### config.mk
export PLATFORM = sky130hd
export DESIGN_NAME = pwm_ramp_ctl_flat
export DESIGN_NICKNAME = d
export VERILOG_FILES = /design/src/rtl/pwm_ramp_ctl_if.sv /design/src/rtl/pwm_ramp_ctl.sv /design/src/flat_wrapper.sv
export SDC_FILE = /design/constraint.sdc
export NUM_CORES = 1
export LEC_CHECK = 0
export ABC_AREA = 0
export BUFFER_PORTS_ARGS = -buffer_cell sky130_fd_sc_hd__buf_2
export CAP_MARGIN = 30
export CORE_AREA = 2 2 179 93
export CTS_BUF_LIST = sky130_fd_sc_hd__clkbuf_16
export CTS_CLUSTER_DIAMETER = 80
export CTS_CLUSTER_SIZE = 40
export DETAILED_ROUTE_END_ITERATION = 6
export DIE_AREA = 0 0 181 95
export GPL_ROUTABILITY_DRIVEN = 0
export GPL_TIMING_DRIVEN = 0
export PLACE_DENSITY = 0.65
export SETUP_SLACK_MARGIN = 0.3
export SLEW_MARGIN = 10
export SYNTH_ARGS = -nofsm -noshare
export SYNTH_HDL_FRONTEND = slang
export SYNTH_SLANG_ARGS = --single-unit
### constraint.sdc
create_clock -name clk -period 5.75 [get_ports clk]
set_clock_uncertainty 0.2 [all_clocks]
set_input_delay 0.575 -clock clk [delete_from_list [all_inputs] [get_ports clk]]
set_output_delay 0.575 -clock clk [all_outputs]
set_load 0.005 [all_outputs]
### src/rtl/pwm_ramp_ctl_if.sv
// Control/status bundle between the register block, pwm_ramp_ctl and pwm16.
// PWM_RAMP_HOLD_EN adds the hold input.
interface pwm_ramp_ctl_if #(
  parameter int DIV_WIDTH = 16
);
  logic [15:0]          target;
  logic [15:0]          step;
  logic [DIV_WIDTH-1:0] rate_div;
  logic                 load;
`ifdef PWM_RAMP_HOLD_EN
  logic                 hold;
`endif
  logic [15:0]          duty_cycle;
  logic                 busy;
  logic                 done;

  modport master (
    output target, step, rate_div, load,
`ifdef PWM_RAMP_HOLD_EN
    output hold,
`endif
    input  duty_cycle, busy, done
  );

  modport slave (
    input  target, step, rate_div, load,
`ifdef PWM_RAMP_HOLD_EN
    input  hold,
`endif
    output duty_cycle, busy, done
  );
endinterface

### src/rtl/pwm_ramp_ctl.sv
// Duty-cycle slew sequencer for pwm16: walks duty_cycle toward a loaded target in
// fixed steps every rate_div+1 clocks. Optional freeze input under PWM_RAMP_HOLD_EN.
module pwm_ramp_ctl #(
  parameter int DIV_WIDTH = 16
) (
  input  logic             clk,
  input  logic             reset_n,
  pwm_ramp_ctl_if.slave    bus
);

  typedef enum logic {IDLE, RAMP} state_t;

  state_t               state_q, state_d;
  logic [15:0]          duty_q, duty_d;
  logic [15:0]          tgt_q, tgt_d;
  logic [15:0]          step_q, step_d;
  logic [DIV_WIDTH-1:0] div_q, div_d;
  logic [DIV_WIDTH-1:0] presc_q, presc_d;
  logic                 done_q, done_d;
  logic                 hold_w;
  logic [16:0]          diff_w;

  function automatic logic [16:0] abs_diff(input logic [15:0] a, input logic [15:0] b);
    if (a >= b) return {1'b0, a} - {1'b0, b};
    else        return {1'b0, b} - {1'b0, a};
  endfunction

  // Only called when the remaining distance exceeds the step, so no wrap is possible.
  function automatic logic [15:0] step_toward(input logic [15:0] cur,
                                              input logic [15:0] tgt,
                                              input logic [15:0] stp);
    if (tgt > cur) return cur + stp;
    else           return cur - stp;
  endfunction

`ifdef PWM_RAMP_HOLD_EN
  assign hold_w = bus.hold;
`else
  assign hold_w = 1'b0;
`endif

  assign diff_w = abs_diff(tgt_q, duty_q);

  always_comb begin
    state_d = state_q;
    duty_d  = duty_q;
    tgt_d   = tgt_q;
    step_d  = step_q;
    div_d   = div_q;
    presc_d = presc_q;
    done_d  = 1'b0;

    // A load always wins over a coincident tick; duty never moves on the load edge.
    if (bus.load) begin
      tgt_d   = bus.target;
      step_d  = bus.step;
      div_d   = bus.rate_div;
      presc_d = '0;
      if (bus.target == duty_q) begin
        state_d = IDLE;
        done_d  = 1'b1;
      end else begin
        state_d = RAMP;
      end
    end else if (state_q == RAMP) begin
      if (!hold_w) begin
        if (presc_q == div_q) begin
          presc_d = '0;
          if (step_q == 16'd0 || diff_w <= {1'b0, step_q}) begin
            duty_d  = tgt_q;
            state_d = IDLE;
            done_d  = 1'b1;
          end else begin
            duty_d = step_toward(duty_q, tgt_q, step_q);
          end
        end else begin
          presc_d = presc_q + DIV_WIDTH'(1);
        end
      end
    end else begin
      presc_d = '0;
    end
  end

  always_ff @(posedge clk or negedge reset_n) begin
    if (!reset_n) begin
      state_q <= IDLE;
      duty_q  <= '0;
      tgt_q   <= '0;
      step_q  <= '0;
      div_q   <= '0;
      presc_q <= '0;
      done_q  <= 1'b0;
    end else begin
      state_q <= state_d;
      duty_q  <= duty_d;
      tgt_q   <= tgt_d;
      step_q  <= step_d;
      div_q   <= div_d;
      presc_q <= presc_d;
      done_q  <= done_d;
    end
  end

  assign bus.duty_cycle = duty_q;
  assign bus.busy       = (state_q == RAMP);
  assign bus.done       = done_q;

endmodule

### src/flat_wrapper.sv
// flat-port wrapper written by rule: the top's interface ports become plain ports
module pwm_ramp_ctl_flat 
#(
  parameter int DIV_WIDTH = 16
)
  (clk, reset_n, bus_target, bus_step, bus_rate_div, bus_load, bus_duty_cycle, bus_busy, bus_done);
  pwm_ramp_ctl_if #(.DIV_WIDTH(DIV_WIDTH)) bus_i ();
  input  logic clk;
  input  logic reset_n;
  input wire logic [$bits(bus_i.target)-1:0] bus_target;
  input wire logic [$bits(bus_i.step)-1:0] bus_step;
  input wire logic [$bits(bus_i.rate_div)-1:0] bus_rate_div;
  input wire logic [$bits(bus_i.load)-1:0] bus_load;
  output wire logic [$bits(bus_i.duty_cycle)-1:0] bus_duty_cycle;
  output wire logic [$bits(bus_i.busy)-1:0] bus_busy;
  output wire logic [$bits(bus_i.done)-1:0] bus_done;
  assign bus_i.target = bus_target;
  assign bus_i.step = bus_step;
  assign bus_i.rate_div = bus_rate_div;
  assign bus_i.load = bus_load;
  assign bus_duty_cycle = bus_i.duty_cycle;
  assign bus_busy = bus_i.busy;
  assign bus_done = bus_i.done;
  pwm_ramp_ctl #(.DIV_WIDTH(DIV_WIDTH)) u_core (.clk(clk), .reset_n(reset_n), .bus(bus_i));
endmodule
==> results of run 1 <==
-- placed cells by master, fill, tap and decap left out, types with 5 or more instances in the layout --
cell type	count
buf_4	42
o21bai_1	6
mux2_2	20
o21a_1	9
o21ai_1	5
a31oi_1	6
a211oi_1	7
a21oi_1	32
xor2_1	31
xnor2_1	51
nor2b_1	5
inv_1	62
and3_1	11
nor3_1	18
o311ai_1	10
dfrtp_2	14
buf_2	70
nor2_1	44
nand2_1	72
o21ai_0	56
ha_1	64
buf_6	9
clkbuf_16	10
nand4_1	14
nor4_1	9
dfrtp_1	68
a21o_1	19
o211ai_1	12
clkbuf_1	15
nand3_1	15
-- state kept, by name (all words and copies together), names as in the netlist --
name	count
u_core.bus.busy	1
u_core.step_q	16
u_core.tgt_q	16
u_core.bus.duty_cycle	16
u_core.bus.done	1
u_core.div_q	16
u_core.presc_q	16
-- area by class of cell --
type,count,area share (%)
multi-input combinational,601,54.0
sequential,82,24.9
timing repair buffer,111,8.41
tap,210,3.17
inverter,62,2.80
clock buffer,9,2.71
buffer,32,2.62
clock inverter,6,1.39
-- per-stage QoR --
step | TNS [ns] | area, um2 | hold WS (ns)
global placement | -6.20 | 7410 | 0.312
CTS | 0 | 7850 | 0.0305
finish | 0 | 8300 | 0.00975
floorplan | 0 | 6810 | 0.0794
global route | 0 | 8300 | 0.0511
detailed placement | -1.69 | 7460 | 0.317
-- power groups by stage --
stage,sequential [mW],clock (mW),combinational (mW)
final,0.641,0.684,0.690
after global routing,0.645,0.712,0.747
after CTS,0.640,0.694,0.596
after detailed placement,0.651,0,0.576
after global placement,0.650,0,0.563
after floorplan,0.642,0,0.394
-- worst reg2reg max path: stages (launching register included) --
cell	delay (ns)
dfrtp_2	0.42
inv_1	0.06
ha_1	0.29
buf_6	0.13
nand4_1	0.09
buf_4	0.17
or4_1	0.49
buf_6	0.14
a41o_1	0.26
a21oi_4	0.28
buf_6	0.22
mux2_2	0.38
a21oi_1	0.19
xnor2_1	0.15
ha_1	0.27
nand4_1	0.20
nor3_4	0.06
and2_1	0.16
a211oi_2	0.26
o21a_2	0.31
buf_4	0.20
o21ai_0	0.08
a31oi_1	0.25
-- metal layers --
| metal | wire, um | vias up | global-route usage, % |
|---|---|---|---|
| li1 | - | 3035 | - |
| met1 | 11700 | 3161 | 43.5 |
| met2 | 8040 | 371 | 33.1 |
| met3 | 3170 | 24 | 9.99 |
| met4 | 185 | 0 | 4.20 |
| met5 | 0 | - | 0 |
-- how the worst min path moves through the flow --
| stage | depth (start not counted) | slack, ns | to |
|---|---|---|---|
| 2_1_floorplan | 0 | 0.08 | u_core.bus.busy$_DFF_PN0_ |
| 3_3_place_gp | 1 | 0.31 | u_core.div_q[0]$_DFFE_PN0P_ |
| 3_5_place_dp | 1 | 0.32 | u_core.div_q[3]$_DFFE_PN0P_ |
| 4_1_cts | 1 | 0.03 | u_core.step_q[13]$_DFFE_PN0P_ |
| 5_1_grt | 1 | 0.05 | u_core.bus.duty_cycle[13]$_DFFE_PN0P_ |
| 6_report | 1 | 0.01 | u_core.step_q[12]$_DFFE_PN0P_ |
-- cells by family (layout without fill, tap and decap cells) --
kind of cell	count (synthesis)	count (layout)	share of synthesized area, %
buffers and inverters	94	220	5.81
AOI/OAI and AO/OA	217	217	21.5
muxes	26	26	4.28
xor gates and xnor gates	82	82	10.6
DFF	82	82	30.1
adders and majority gates	68	68	12.8
and+or+nand+nor	208	208	14.9
-- synthesized netlist by cell type, types with 19 or more instances --
master / number
mux2_2: 21
nor2_1: 44
nand2_1: 72
xnor2_1: 51
a21oi_1: 33
xor2_1: 31
ha_1: 65
o21ai_0: 62
nor3_1: 19
inv_1: 62
dfrtp_1: 82
a21o_1: 19
-- timing repair --
| item | CTS | global route |
|---|---|---|
| setup buffers | 4 | 33 |
| setup endpoints to repair | 18 | 18 |
| pin swaps | 3 | 12 |
| cloned | 0 | 1 |
| resized for setup | 19 | 50 |
| hold buffers | 0 | 0 |
==> results.toml, run 1 <==
[pwr]
p_int_mw = 1.32
swShare_pct = 34.7
peakVddDrop_v = 0.000152
seqPwrFrac_pct = 31.8
powerDensity_nw_per_um2 = 243
leakage_nw = 3.83
switchingPower_mw = 0.699
p_total_mw = 2.01
power_frac_clock_pct = 34.0
pwr-share-comb_pct = 34.2

[detailed_routing]
dr.pass1.iters = 5
wl_per_cell_um = 20.7
drt-initial-drc-count = 870
drc_errors = 0
ant_nets = 0
vias = 6591
routed_wl_mm = 23.1
drt-vias-per-instance = 5.92

[setup_path]
timing.rr.start = "u_core.bus.duty_cycle[2]$_DFFE_PN0P_"
cp-start-kind = "flop"
startpoint = "u_core.bus.duty_cycle[2]$_DFFE_PN0P_"
r2r_slack_ns = 0.40
rr_worst_depth = 22
r2r-end = "u_core.bus.duty_cycle[10]$_DFFE_PN0P_"
cp_max_fo = 10
cpLargestDelayFamily = "compound AO/OA/AOI/OAI gates"
slowest_stage = "or4_1"
cp-endpoint = "u_core.bus.duty_cycle[10]$_DFFE_PN0P_"
critical_path.max_stage_delay_ns = 0.49
crit_path_end_kind = "flop"
crit_type = "flop to flop"
crit_chain = "inv_1 -> ha_1 -> buf_6 -> nand4_1 -> buf_4 -> or4_1 -> buf_6 -> a41o_1 -> a21oi_4 -> buf_6 -> mux2_2 -> a21oi_1 -> xnor2_1 -> ha_1 -> nand4_1 -> nor3_4 -> and2_1 -> a211oi_2 -> o21a_2 -> buf_4 -> o21ai_0 -> a31oi_1"
worst_ep_arrival_time_ns = 5.39
cp_common_cell = "buf_6"
cp.depth = 22
cp_num_buf_inv = 6
required_ns = 5.80

[grt]
grt_usage_pct = 27.1
first_global_vias = 5819
grt_pass1_wl_mm = 34.8
grt_max_degree = 48
grt_remaining_overflow = 0
antenna_found_initial = 0

[die]
die_y_um = 95
core_um2 = 15900
die_w_um = 181
io_pins = 69
rows = 33
start_util_pct = 42.9
die_area_um2 = 17200

[clocking]
clk_pin_slew_ns = 0.07
cts_buffers = 9
cts_tree = "yes"
clock_sinks = 82
cts_max_level = 3
clk_path_buf_depth = 2
root_buffer = "clkbuf_16"
clkLatencyLatePin_ns = 0.36

[timing]
rsz0062_at_grt = "no"
fmax_mhz = 187
period_needed_ns = 5.35
worst_pin_slew_ns = 0.923
hold_viol = 0
setup_viol = 0
drv_slew = 0
slew_headroom_pct = 37.9
period_share_pct = 93.0
setup_ws_ns = 0.402

[run]
drv_cap = 0

[place]
dp_hpwl_mm = 17.8
dp_slack_ns = -0.205
place_inst = 1059
portBuffers = 68

[layout]
seqCellArea_um2 = 2070
areaGrowthSynthToFinish_pct = 22.0
nets = 1018
multiInputGateArea_um2 = 4480
diodes = 0
fill_cells = 1503
stdcell_count = 1113
utilization_pct = 52.4
layout-drive-gt1-share_pct = 22.4

[yosys]
synth_area_per_cell_um2 = 8.76
syn_nets = 896
synth.distinct_cells = 65
synth_top_cell_area_share_pct = 30.1
synth-edff-count = 0
synthCells = 777
synth_area_leaders = "dfrtp_1, ha_1, xnor2_1"
yosys_warnings = 0
synth_seq_cells = 82
synthArstFlopShare_pct = 100
synth_area_um2 = 6810
ys_seq_area_share_pct = 30.1
synth.largest_area_cell = "dfrtp_1"
synth_ff_type = "dfrtp_1"

[worst_hold_path]
hold_class = "input pin to async pin"

[run_status]
status = "complete, no violations"
Note: power is estimated with default switching activity, not from simulation.
==> run 2, diff against run 1 <==
--- a/config.mk
+++ b/config.mk
@@ -8,15 +8,15 @@
 export ABC_AREA = 0
 export BUFFER_PORTS_ARGS = -buffer_cell sky130_fd_sc_hd__buf_2
 export CAP_MARGIN = 30
-export CORE_AREA = 2 2 179 93
+export CORE_AREA = 2 2 169 88
 export CTS_BUF_LIST = sky130_fd_sc_hd__clkbuf_16
 export CTS_CLUSTER_DIAMETER = 80
 export CTS_CLUSTER_SIZE = 40
 export DETAILED_ROUTE_END_ITERATION = 6
-export DIE_AREA = 0 0 181 95
+export DIE_AREA = 0 0 171 90
 export GPL_ROUTABILITY_DRIVEN = 0
 export GPL_TIMING_DRIVEN = 0
-export PLACE_DENSITY = 0.65
+export PLACE_DENSITY = 0.71
 export SETUP_SLACK_MARGIN = 0.3
 export SLEW_MARGIN = 10
 export SYNTH_ARGS = -nofsm -noshare
==> run 2 against run 1 <==
- hold slack improved by 0.23 ns
- clock-buffer cell count stayed put
- final cell count unchanged
==> results.toml, run 2 (synthesized netlist as in run 1, its figures left out) <==
[run_status]
status = "complete, no violations"

[timing]
worst_pin_slew_ns = 0.850
fmax_mhz = 186
rsz0062_at_grt = "no"
period_needed_ns = 5.37
setup_viol = 0
slew_headroom_pct = 42.8
hold_viol = 0
period_share_pct = 93.5
drv_slew = 0
setup_ws_ns = 0.376
whs_ns = 0.243

[clocking]
clkLatencyLatePin_ns = 0.35
clk_path_buf_depth = 2
cts_max_level = 3
clk_pin_slew_ns = 0.07
cts_tree = "yes"
cts_buffers = 9
root_buffer = "clkbuf_16"
clock_sinks = 82

[detailed_routing]
drt-vias-per-instance = 5.97
dr.pass1.iters = 6
routed_wl_mm = 22.8
ant_nets = 0
drc_errors = 0
drt-initial-drc-count = 969
vias = 6647
wl_per_cell_um = 20.5

[setup_path]
worst_ep_arrival_time_ns = 5.40
cp_max_fo = 9
slowest_stage = "or4_4"
crit_chain = "inv_1 -> ha_1 -> buf_4 -> nand4_1 -> or4_4 -> buf_6 -> a41o_1 -> a21oi_4 -> buf_4 -> mux2_2 -> a221oi_1 -> xnor2_1 -> ha_1 -> nand2_1 -> nor3_4 -> and2_1 -> a211oi_2 -> o21a_2 -> buf_8 -> nor3_1 -> o31ai_1"
crit_path_end_kind = "flop"
cp-start-kind = "flop"
critical_path.max_stage_delay_ns = 0.49
crit_type = "flop to flop"
required_ns = 5.77

[pwr]
leakage_nw = 3.87
powerDensity_nw_per_um2 = 231
p_total_mw = 1.92
peakVddDrop_v = 0.000140

[grt]
grt_max_degree = 59
grt_usage_pct = 29.1
first_global_vias = 5794
grt_remaining_overflow = 0
antenna_found_initial = 0
grt_pass1_wl_mm = 33.9

[run]
drv_cap = 0

[place]
place_area_um2 = 7450
dp_hpwl_mm = 17.2
portBuffers = 68
dp_slack_ns = -0.352

[layout]
final_cell_mix = "nand2_1, buf_2, dfrtp_1"
layout-drive-gt1-share_pct = 23.6
diodes = 0
nets = 1029
areaGrowthSynthToFinish_pct = 22.3
fill_cells = 1273
design_area_um2 = 8320
final_common_cell = "nand2_1"

[die]
core_um2 = 14000
die_area_um2 = 15400
rows = 31
start_util_pct = 48.5
die_w_um = 171
die_y_um = 90
io_pins = 69

[worst_hold_path]
hold_class = "input pin to flop"
run 2: stage by stage:
step	setup TNS [ns]	utilization, %	instances
after global placement	-11.34	52.7	1043
final	0	59.3	1113
after CTS	0	56.1	1069
after detailed placement	-4.69	53.0	1047
after global routing	0	59.3	1113
after floorplan	0	-	777
run 2: worst paths after layout:
kind / start / slack, ns / cells past startpoint / to
max: u_core.bus.duty_cycle[2]$_DFFE_PN0P_ / 0.38 / 21 / u_core.bus.duty_cycle[2]$_DFFE_PN0P_
min: bus_step[7] / 0.24 / 3 / u_core.step_q[7]$_DFFE_PN0P_
max reg2reg: u_core.bus.duty_cycle[2]$_DFFE_PN0P_ / 0.38 / 21 / u_core.bus.duty_cycle[2]$_DFFE_PN0P_
min reg2reg: u_core.div_q[5]$_DFFE_PN0P_ / 0.33 / 1 / u_core.div_q[5]$_DFFE_PN0P_
max in group asynchronous: reset_n / 4.21 / 3 / u_core.bus.duty_cycle[1]$_DFFE_PN0P_
min in group asynchronous: reset_n / 0.50 / 2 / u_core.div_q[1]$_DFFE_PN0P_
run 2: power by group:
part | switching (mW) | total [mW] | internal [mW]
Clock | 0.267 | 0.607 | 0.340
Sequential | 0.0297 | 0.640 | 0.611
Combinational | 0.408 | 0.676 | 0.268
run 2: critical path, delay by kind of cell (launching register included):
family	cells	cell delay, ns
AOI/OAI and AO/OA	6	1.67
buffers and inverters	5	0.75
DFF	1	0.40
muxes	1	0.36
xor gates and xnor gates	1	0.18
and+or+nand+nor	6	1.14
adders and majority gates	2	0.52
run 2: cell type report:
class | instances | area (um2) | area share [%]
Clock inverter | 7 | 76.3 | 0.917
Clock buffer | 9 | 225 | 2.71
Sequential cell | 82 | 2070 | 24.9
Multi-Input combinational cell | 601 | 4480 | 53.8
Inverter | 62 | 233 | 2.80
Tap cell | 198 | 248 | 2.98
Timing Repair Buffer | 122 | 779 | 9.37
Buffer | 32 | 210 | 2.53
run 2: repair_timing:
action / CTS / global route
hold buffers: 1 / 0
endpoints found under the setup margin: 18 / 18
pin swaps: 5 / 16
setup buffers: 5 / 43
endpoints found under the hold margin: 24 / 0
gates resized for setup: 27 / 48
run 2: layer usage:
layer | track usage, % | part of all wire (%)
met1 | 48.5 | 47
met2 | 34.6 | 36
met3 | 10.6 | 16
met4 | 4.17 | 0.97
met5 | 0 | 0
